===== config.mk =====
export PLATFORM = sky130hd
export DESIGN_NAME = pc_redirect_unit
export DESIGN_NICKNAME = d
export VERILOG_FILES = /design/src/rtl/riscv_pkg.sv /design/src/rtl/pc_target_calc.sv /design/src/rtl/pc_redirect_unit.sv
export SDC_FILE = /design/constraint.sdc
export NUM_CORES = 1
export LEC_CHECK = 0
export CAP_MARGIN = 40
export CORE_AREA = 3 3 77 79
export CTS_CLUSTER_DIAMETER = 30
export DETAILED_ROUTE_END_ITERATION = 6
export DIE_AREA = 0 0 80 82
export GPL_ROUTABILITY_DRIVEN = 0
export GPL_TIMING_DRIVEN = 0
export PLACE_DENSITY_LB_ADDON = 0.2
export SYNTH_ARGS = -nofsm -noshare
export SYNTH_HDL_FRONTEND = slang
export SYNTH_SLANG_ARGS = --single-unit

===== constraint.sdc =====
create_clock -name clk -period 2.4 [get_ports clk]
set_input_delay 0.48 -clock clk [delete_from_list [all_inputs] [get_ports clk]]
set_output_delay 0.48 -clock clk [all_outputs]
set_load 0.01 [all_outputs]

===== src/rtl/riscv_pkg.sv =====
// Shared PC-redirect types and constants.
// Latency: none (declarations only).
// Backpressure: n/a.
package riscv_pkg;

    // Fetch sequencer state: running normally, or parked on the halt target.
    typedef enum logic {
        RUN  = 1'b0,
        HALT = 1'b1
    } pc_state_t;

    // Sequential fetch advance in bytes (one 32-bit instruction).
    localparam int PC_STEP = 4;

endpackage


===== src/rtl/pc_target_calc.sv =====
// Computes the redirect target for a taken branch/JAL/JALR and flags halt requests.
// Latency: purely combinational, zero cycles.
// Backpressure: none; the caller decides whether the target is used.
//
// Ports:
//   jalr      in   1           select the JALR target (has priority over branch/JAL)
//   jalr_src  in   DATA_WIDTH  rs1+imm from the ALU
//   imm       in   DATA_WIDTH  sign-extended branch/JAL offset
//   ex_pc     in   PC_W        PC of the EX-stage instruction
//   target    out  PC_W        PC to load: word-aligned target, or HALT_PC on a halt request
//   is_halt   out  1           raw target equals the reserved halt address
module pc_target_calc #(
    parameter int              DATA_WIDTH = 32,
    parameter int              PC_W       = 9,
    parameter logic [PC_W-1:0] HALT_PC    = 9'h1FF
) (
    input  logic                  jalr,
    input  logic [DATA_WIDTH-1:0] jalr_src,
    input  logic [DATA_WIDTH-1:0] imm,
    input  logic [PC_W-1:0]       ex_pc,
    output logic [PC_W-1:0]       target,
    output logic                  is_halt
);

    logic [PC_W-1:0] raw_target;

    // Only the low PC_W bits matter: PC arithmetic is modulo 2^PC_W, and JALR
    // drops bit 0 by definition.
    logic unused_bits;
    assign unused_bits = ^{jalr_src[DATA_WIDTH-1:PC_W], jalr_src[0], imm[DATA_WIDTH-1:PC_W]};

    always_comb begin
        raw_target = ex_pc + imm[PC_W-1:0];
        if (jalr) begin
            raw_target = {jalr_src[PC_W-1:1], 1'b0};
        end
    end

    // HALT_PC is deliberately unaligned so it can never be a real fetch
    // address; it is matched before alignment. A JALR target has bit 0
    // already cleared, so an odd HALT_PC is reachable only via branch/JAL.
    // Every other target is then forced onto a word boundary.
    always_comb begin
        is_halt = (raw_target == HALT_PC);
        target  = is_halt ? HALT_PC : {raw_target[PC_W-1:2], 2'b00};
    end

endmodule


===== src/rtl/pc_redirect_unit.sv =====
// Owns the fetch PC: sequential advance, EX-stage redirects with IF/ID flush, and halt.
// Latency: redirect is zero-latency (flush same cycle, target fetched next cycle).
// Backpressure: stall holds the PC unless a redirect is taken; halt freezes everything until reset.
//
// Ports:
//   clk             in   1           clock, rising edge
//   reset           in   1           asynchronous, active-high
//   stall           in   1           hazard stall; hold PC
//   branch/jal/jalr in   1           EX instruction type flags
//   ALUResult       in   DATA_WIDTH  bit 0 = branch condition true
//   jalr_src        in   DATA_WIDTH  JALR target from the ALU
//   imm             in   DATA_WIDTH  branch/JAL offset
//   ex_pc           in   PC_W        PC of the EX-stage instruction
//   pc              out  PC_W        registered fetch PC
//   flush           out  1           combinational kill of IF/ID and ID/EX
//   halted          out  1           registered halt status
//   redirect_count  out  CNT_W       saturating count of taken redirects
module pc_redirect_unit #(
    parameter int              DATA_WIDTH = 32,
    parameter int              PC_W       = 9,
    parameter logic [PC_W-1:0] HALT_PC    = 9'h1FF,
    parameter int              CNT_W      = 16
) (
    input  logic                  clk,
    input  logic                  reset,
    input  logic                  stall,
    input  logic                  branch,
    input  logic                  jal,
    input  logic                  jalr,
    input  logic [DATA_WIDTH-1:0] ALUResult,
    input  logic [DATA_WIDTH-1:0] jalr_src,
    input  logic [DATA_WIDTH-1:0] imm,
    input  logic [PC_W-1:0]       ex_pc,
    output logic [PC_W-1:0]       pc,
    output logic                  flush,
    output logic                  halted,
    output logic [CNT_W-1:0]      redirect_count
);

    import riscv_pkg::*;

    pc_state_t       state;
    logic            take;
    logic [PC_W-1:0] target;
    logic            is_halt;

    // Only the branch condition bit of the ALU result is consumed here.
    logic unused_alu;
    assign unused_alu = ^ALUResult[DATA_WIDTH-1:1];

    pc_target_calc #(
        .DATA_WIDTH (DATA_WIDTH),
        .PC_W       (PC_W),
        .HALT_PC    (HALT_PC)
    ) u_target (
        .jalr     (jalr),
        .jalr_src (jalr_src),
        .imm      (imm),
        .ex_pc    (ex_pc),
        .target   (target),
        .is_halt  (is_halt)
    );

    // A branch redirects only when its compare is true; a stray ALUResult[0]
    // from a non-branch instruction must never redirect.
    assign take = (state == RUN) && ((branch && ALUResult[0]) || jal || jalr);

    // Gated by reset so a redirect caught under reset never kills the
    // instructions fetched right after release.
    assign flush = take && !reset;

    assign halted = (state == HALT);

    always_ff @(posedge clk or posedge reset) begin
        if (reset) begin
            state          <= RUN;
            pc             <= '0;
            redirect_count <= '0;
        end else if (state == RUN) begin
            if (take) begin
                // Redirect beats stall: the wrong-path instruction causing
                // the stall is being flushed anyway.
                pc <= target;
                if (is_halt) begin
                    state <= HALT;
                end
                if (redirect_count != '1) begin
                    redirect_count <= redirect_count + 1'b1;
                end
            end else if (!stall) begin
                pc <= pc + PC_W'(PC_STEP);
            end
        end
        // HALT: pc, state and counter are frozen until reset.
    end

endmodule

==> results.cfg, run 1 <==
[outcome]
outcome = finished, final reports clean

[hold_path]
hold_class = in -> async

[timing]
setup_viol = 0
skew_ps = 4.98
fmax_mhz = 423
timing_hold_violations_final = 0
tightest_slew_ps = 574
rsz0062_at_grt = yes
fin_ws_ps = 33.8
final.setup.tns_ps = 0
period_needed_ps = 2370
slew_headroom_pct = 61.6
slew_viol_final = 0
fin_crit_sh_pct = 98.6

[die]
dieArea_mm2 = 0.00656
die_y_um = 82
io_pins = 138
core_area_mm2 = 0.00541
floorplan.initialDensity_pct = 31.8
row_count = 27
fp.dieW_um = 80

[clock_tree]
cts.sinks = 25
root_buffer = clkbuf_8
clk_latency_ps = 270
clk_path_buf_depth = 2
clk_transition_reported_paths_ps = 100
cts_buffers = 3
cts_tree = yes
cts-hold-fix-buffers = 0
h-tree-depth = 1

[synth]
yosys_most_used_dff = dfrtp_1
synth_top_family_by_area = simple AND/OR/NAND/NOR gates
synthSimpleGateAreaFrac_pct = 20.9
synth_adder_area_share_pct = 8.45
ys_seq_area_share_pct = 36.4
netlist_area_mm2 = 0.00172
synthMuxAreaShare_pct = 2.41
synth_xor_area_share_pct = 9.18
synth_edf_count = 0
synth_compound_area_share_pct = 20.3
synth_warnings = 0
ys_types = 47
async_flop_share_pct = 100
synth_cells = 183
syn_nets = 305
ys_ff_latch = 25
avgSynthCellArea_um2 = 9.38

[route]
vias = 1631
drc_errors = 0
drt-total-wl_um = 4390
wire_per_inst_um = 13.6
first_pass_iters = 4
first_iter_violations = 87
antenna_left = 0
vias_per_cell = 5.05

[final_layout]
final_common_cell = clkdlybuf4s50_1
fillCellCount = 529
drive_gt1_share_pct = 12.4
syn2layout_area_growth_pct = 51.2
mostFrequentLayoutCells = clkdlybuf4s50_1, dfrtp_1, nand2_1
num_antenna_cells = 0
stdcell_count = 323
fin_util_pct = 48.0
final_nets = 374

[flow_run]
cap_violations = 0

[place]
place_ws_ps = -620
dp_hpwl_um = 3310
place_inst = 314
io_buffers = 58

[worst_setup_path]
r2r_slack_ps = 490
r2r_cells = 5
criticalPathCategory = in -> reg
timing.rr.end = redirect_count[11]
cp-startpoint = imm[5]
rr_startpoint = redirect_count[4]
arrival_ps = 2540
worstPathMaxFanout = 5
cp_data_required_time_ps = 2580
start_kind = input port
endpoint = pc[0]
worst_setup_path_end_kind = register

[power]
vdd_ir_drop_max_mv = 0.204
p_leak_nw = 1.03
p_per_area_mw_per_mm2 = 378
p_total_uw = 981

[grt]
grt_pass1_wl_um = 7050
grt_max_degree = 21
antenna_found_initial = 0
grt-ovfl-total = 0
grt_pass1_vias = 1537
grt_use_total_pct = 13.5
kinds of logic after synthesis:
| family | count (synthesis) |
|---|---|
| and+or+nand+nor | 67 |
| AOI/OAI and AO/OA | 49 |
| DFF | 25 |
| xor gates and xnor gates | 18 |
| adders and majority gates | 11 |
| buffers and inverters | 9 |
| muxes | 4 |
cell type report:
type,count,area [um2],share of cell area [%]
flip-flops and latches,25,626,24.1
clock inverters,1,8.76,0.338
repair buffers,65,656,25.3
clock buffers,3,41.3,1.59
inverters,6,22.5,0.868
multi-input cells,149,1140,43.9
well taps,72,90.1,3.47
plain buffers,2,11.3,0.434
synth_stat cells, drive strengths merged, types with 2 or more instances:
library cell / n / area, um2
o211ai: 4 / 30.0
xor2: 3 / 26.3
mux2i: 3 / 30.0
o22ai: 2 / 12.5
inv: 6 / 22.5
dfrtp: 25 / 626
ha: 10 / 125
nand3: 11 / 55.1
o41ai: 2 / 17.5
a21oi: 15 / 78.8
nor2: 9 / 33.8
a211oi: 3 / 32.5
buf: 2 / 12.5
and3: 3 / 18.8
nor3: 5 / 25.0
xnor2: 15 / 131
and4: 3 / 26.3
nor3b: 2 / 15.0
o22a: 2 / 17.5
o21ai: 10 / 50.1
nand2: 16 / 60.1
or3: 3 / 20.0
nor4b: 3 / 26.3
nand2b: 2 / 12.5
nand4: 6 / 37.5
through the flow:
stage	hold WS (ps)	instance area [um2]
6_report	485	2590
3_5_place_dp	485	2420
5_1_grt	486	2590
2_1_floorplan	507	1730
4_1_cts	478	2550
3_3_place_gp	479	2400
critical path, cell delays in order:
cell and delay (ps):
clkdlybuf4s50_1 400, ha_1 370, a21oi_2 210, o21ai_0 130, or3_1 350, a31o_1 270
o41ai_2 320
timing repair:
item                       in CTS  in global routing
pin swaps                      11                  5
setup endpoints to repair       4                  4
buffers inserted                6                  0
resized for setup              16                  9
hold endpoints to repair        0                  0
gates cloned                    0                  0
metal layers:
layer / track usage [%] / vias to the layer above / wire length [um]
met5: 0 / - / 0
met4: 4.90 / 0 / 36
met3: 1.97 / 2 / 196
met2: 20.8 / 45 / 1900
met1: 19.2 / 758 / 2260
li1: - / 826 / -
flip-flops by register name, summed over array words and instances, names as in the netlist:
| signal | count |
|---|---|
| halted | 1 |
| pc | 8 |
| redirect_count | 16 |
report_power, final:
group | total [mW] | internal (mW) | leakage [nW] | switching, mW
Clock | 0.267 | 0.122 | 0.0261 | 0.145
Combinational | 0.264 | 0.142 | 0.680 | 0.122
Sequential | 0.451 | 0.434 | 0.325 | 0.0166
Total | 0.981 | 0.697 | 1.03 | 0.284
how the worst min path moves through the flow:
stage,slack [ps],end,start
final,490,redirect_count[13],reset
after CTS,480,redirect_count[13],reset
after floorplan,510,halted,reset
after global placement,480,redirect_count[11],redirect_count[11]
after detailed placement,490,redirect_count[14],redirect_count[14]
after global routing,490,redirect_count[12],reset
(Power assumes the default switching activity.)
==> run 2, diff against run 1 <==
CORE_AREA = 3 3 76 78   (was 3 3 77 79)
CTS_BUF_LIST = sky130_fd_sc_hd__clkbuf_2   (was default)
DIE_AREA = 0 0 79 81   (was 0 0 80 82)
==> results.cfg, run 2 (synthesized netlist as in run 1, its figures left out) <==
[final_layout]
syn2layout_area_growth_pct = 45.6
largest_register = redirect_count
largest_register_ffs = 16
final_common_cell = clkdlybuf4s50_1
final_nets = 372
fillCellCount = 517
fin_util_pct = 48.6
num_antenna_cells = 0
mostFrequentLayoutCells = clkdlybuf4s50_1, dfrtp_1, nand2_1
stdcell_count = 319
drive_gt1_share_pct = 10.0

[route]
vias_per_cell = 5.12
drc_errors = 0
vias = 1632
wire_per_inst_um = 13.7
antenna_left = 0
first_iter_violations = 105
drt-total-wl_um = 4360
first_pass_iters = 4

[grt]
grt_max_degree = 16
grt_pass1_wl_um = 7220
grt-ovfl-total = 0
grt_use_total_pct = 13.8
antenna_found_initial = 0
grt_pass1_vias = 1559

[timing]
slew_headroom_pct = 59.9
setup_viol = 0
tightest_slew_ps = 599
rsz0062_at_grt = no
skew_ps = 38.0
fmax_mhz = 420
fin_ws_ps = 21.5
slew_viol_final = 0
final.setup.tns_ps = 0
period_needed_ps = 2380
fin_crit_sh_pct = 99.1
timing_hold_violations_final = 0

[power]
p_switching_uw = 270
vdd_ir_drop_max_mv = 0.337
p_int_uw = 607
p_leak_nw = 0.973
comb_power_share_pct = 28.3
p_per_area_mw_per_mm2 = 351
p_clk_share_pct = 20.1
seqPwrFrac_pct = 51.6
p_total_uw = 877
swShare_pct = 30.8

[die]
fp.dieW_um = 79
row_count = 26
io_pins = 138
dieArea_mm2 = 0.00640
floorplan.initialDensity_pct = 33.4
core_area_mm2 = 0.00514
die_y_um = 81

[place]
place_inst = 312
io_buffers = 58
dp_hpwl_um = 3470
place_ws_ps = -609

[worst_setup_path]
cpMaxStageDelayCell = or3b_2
worstPathMaxFanout = 3
critical_path.max_stage_delay_ps = 530
crit_cells = 6
path_delay_family = compound AO/OA/AOI/OAI gates
worstPathCellList = clkdlybuf4s50_1 -> ha_1 -> a211oi_1 -> nor3_1 -> or3b_2 -> o41ai_2
start_kind = input port
arrival_ps = 2680
worst_setup_path_end_kind = register
r2r_cells = 5
cp_data_required_time_ps = 2700
cp_num_buf_inv = 1
criticalPathCategory = in -> reg

[hold_path]
hold_class = in -> async

[clock_tree]
cts_buffers = 3
cts_tree = yes
clk_latency_ps = 370
clk_transition_reported_paths_ps = 280
clk_path_buf_depth = 2
root_buffer = clkbuf_2
h-tree-depth = 1
cts.sinks = 25

[outcome]
outcome = finished, final reports clean

[flow_run]
cap_violations = 0
[run 2: final timing paths]
kind | startpoint | to | slack, ps
max | imm[1] | pc[0] | 20
min | reset | redirect_count[2] | 400
max reg2reg | redirect_count[5] | redirect_count[11] | 380
min reg2reg | redirect_count[14] | redirect_count[14] | 520
max in group asynchronous | reset | redirect_count[15] | 1500
min in group clk | redirect_count[14] | redirect_count[14] | 520
[run 2: power groups by stage]
stage / registers (mW) / logic (mW) / clock network (mW)
after floorplan: 0.462 / 0.119 / 0
after global placement: 0.460 / 0.235 / 0
after detailed placement: 0.459 / 0.237 / 0
after CTS: 0.452 / 0.249 / 0.184
after global routing: 0.456 / 0.275 / 0.200
final: 0.452 / 0.248 / 0.177
[run 2: metal layers]
layer  vias to the layer above  part of all wire [%]  global-route usage, %
met5                         -                     0                      0
met4                         0                  0.78                   1.89
met3                         6                   6.6                   3.88
met2                        55                    42                   19.6
met1                       753                    50                   21.1
li1                        818                     -                      -
[run 2: stage by stage]
stage	cell area (um2)	hold WS, ps
final	2500	404
after CTS	2500	406
after floorplan	1730	507
after detailed placement	2410	496
after global placement	2390	487
after global routing	2500	427
[run 2: what timing repair did]
| action | in CTS | in global routing |
|---|---|---|
| cloned | 0 | 0 |
| endpoints found under the hold margin | 0 | 0 |
| setup endpoints to repair | 3 | 2 |
| resized for setup | 12 | 0 |
| pin swaps | 11 | 3 |
| hold buffers | 0 | 0 |
| buffers inserted | 4 | 0 |
[run 2: worst register-to-register path, delay by kind of cell (launching register included)]
family,cells,cell delay [ps]
xor gates and xnor gates,1,150
and+or+nand+nor,3,780
AOI/OAI and AO/OA,1,470
DFF,1,510
[run 2: final cells by class]
class	instances	area [um2]	share of cell area, %
Multi-Input combinational cell	149	1110	44.4
Tap cell	70	87.6	3.51
Timing Repair Buffer	63	621	24.8
Sequential cell	25	626	25.0
Clock inverter	1	7.51	0.300
Clock buffer	3	15.0	0.601
Buffer	2	11.3	0.451
Inverter	6	22.5	0.901
==> run 3, diff against run 2 <==
CTS_CLUSTER_SIZE = 40   (was default)
==> results of run 3 <==
The final DEF is identical to that of run 2; final timing and power are the same.
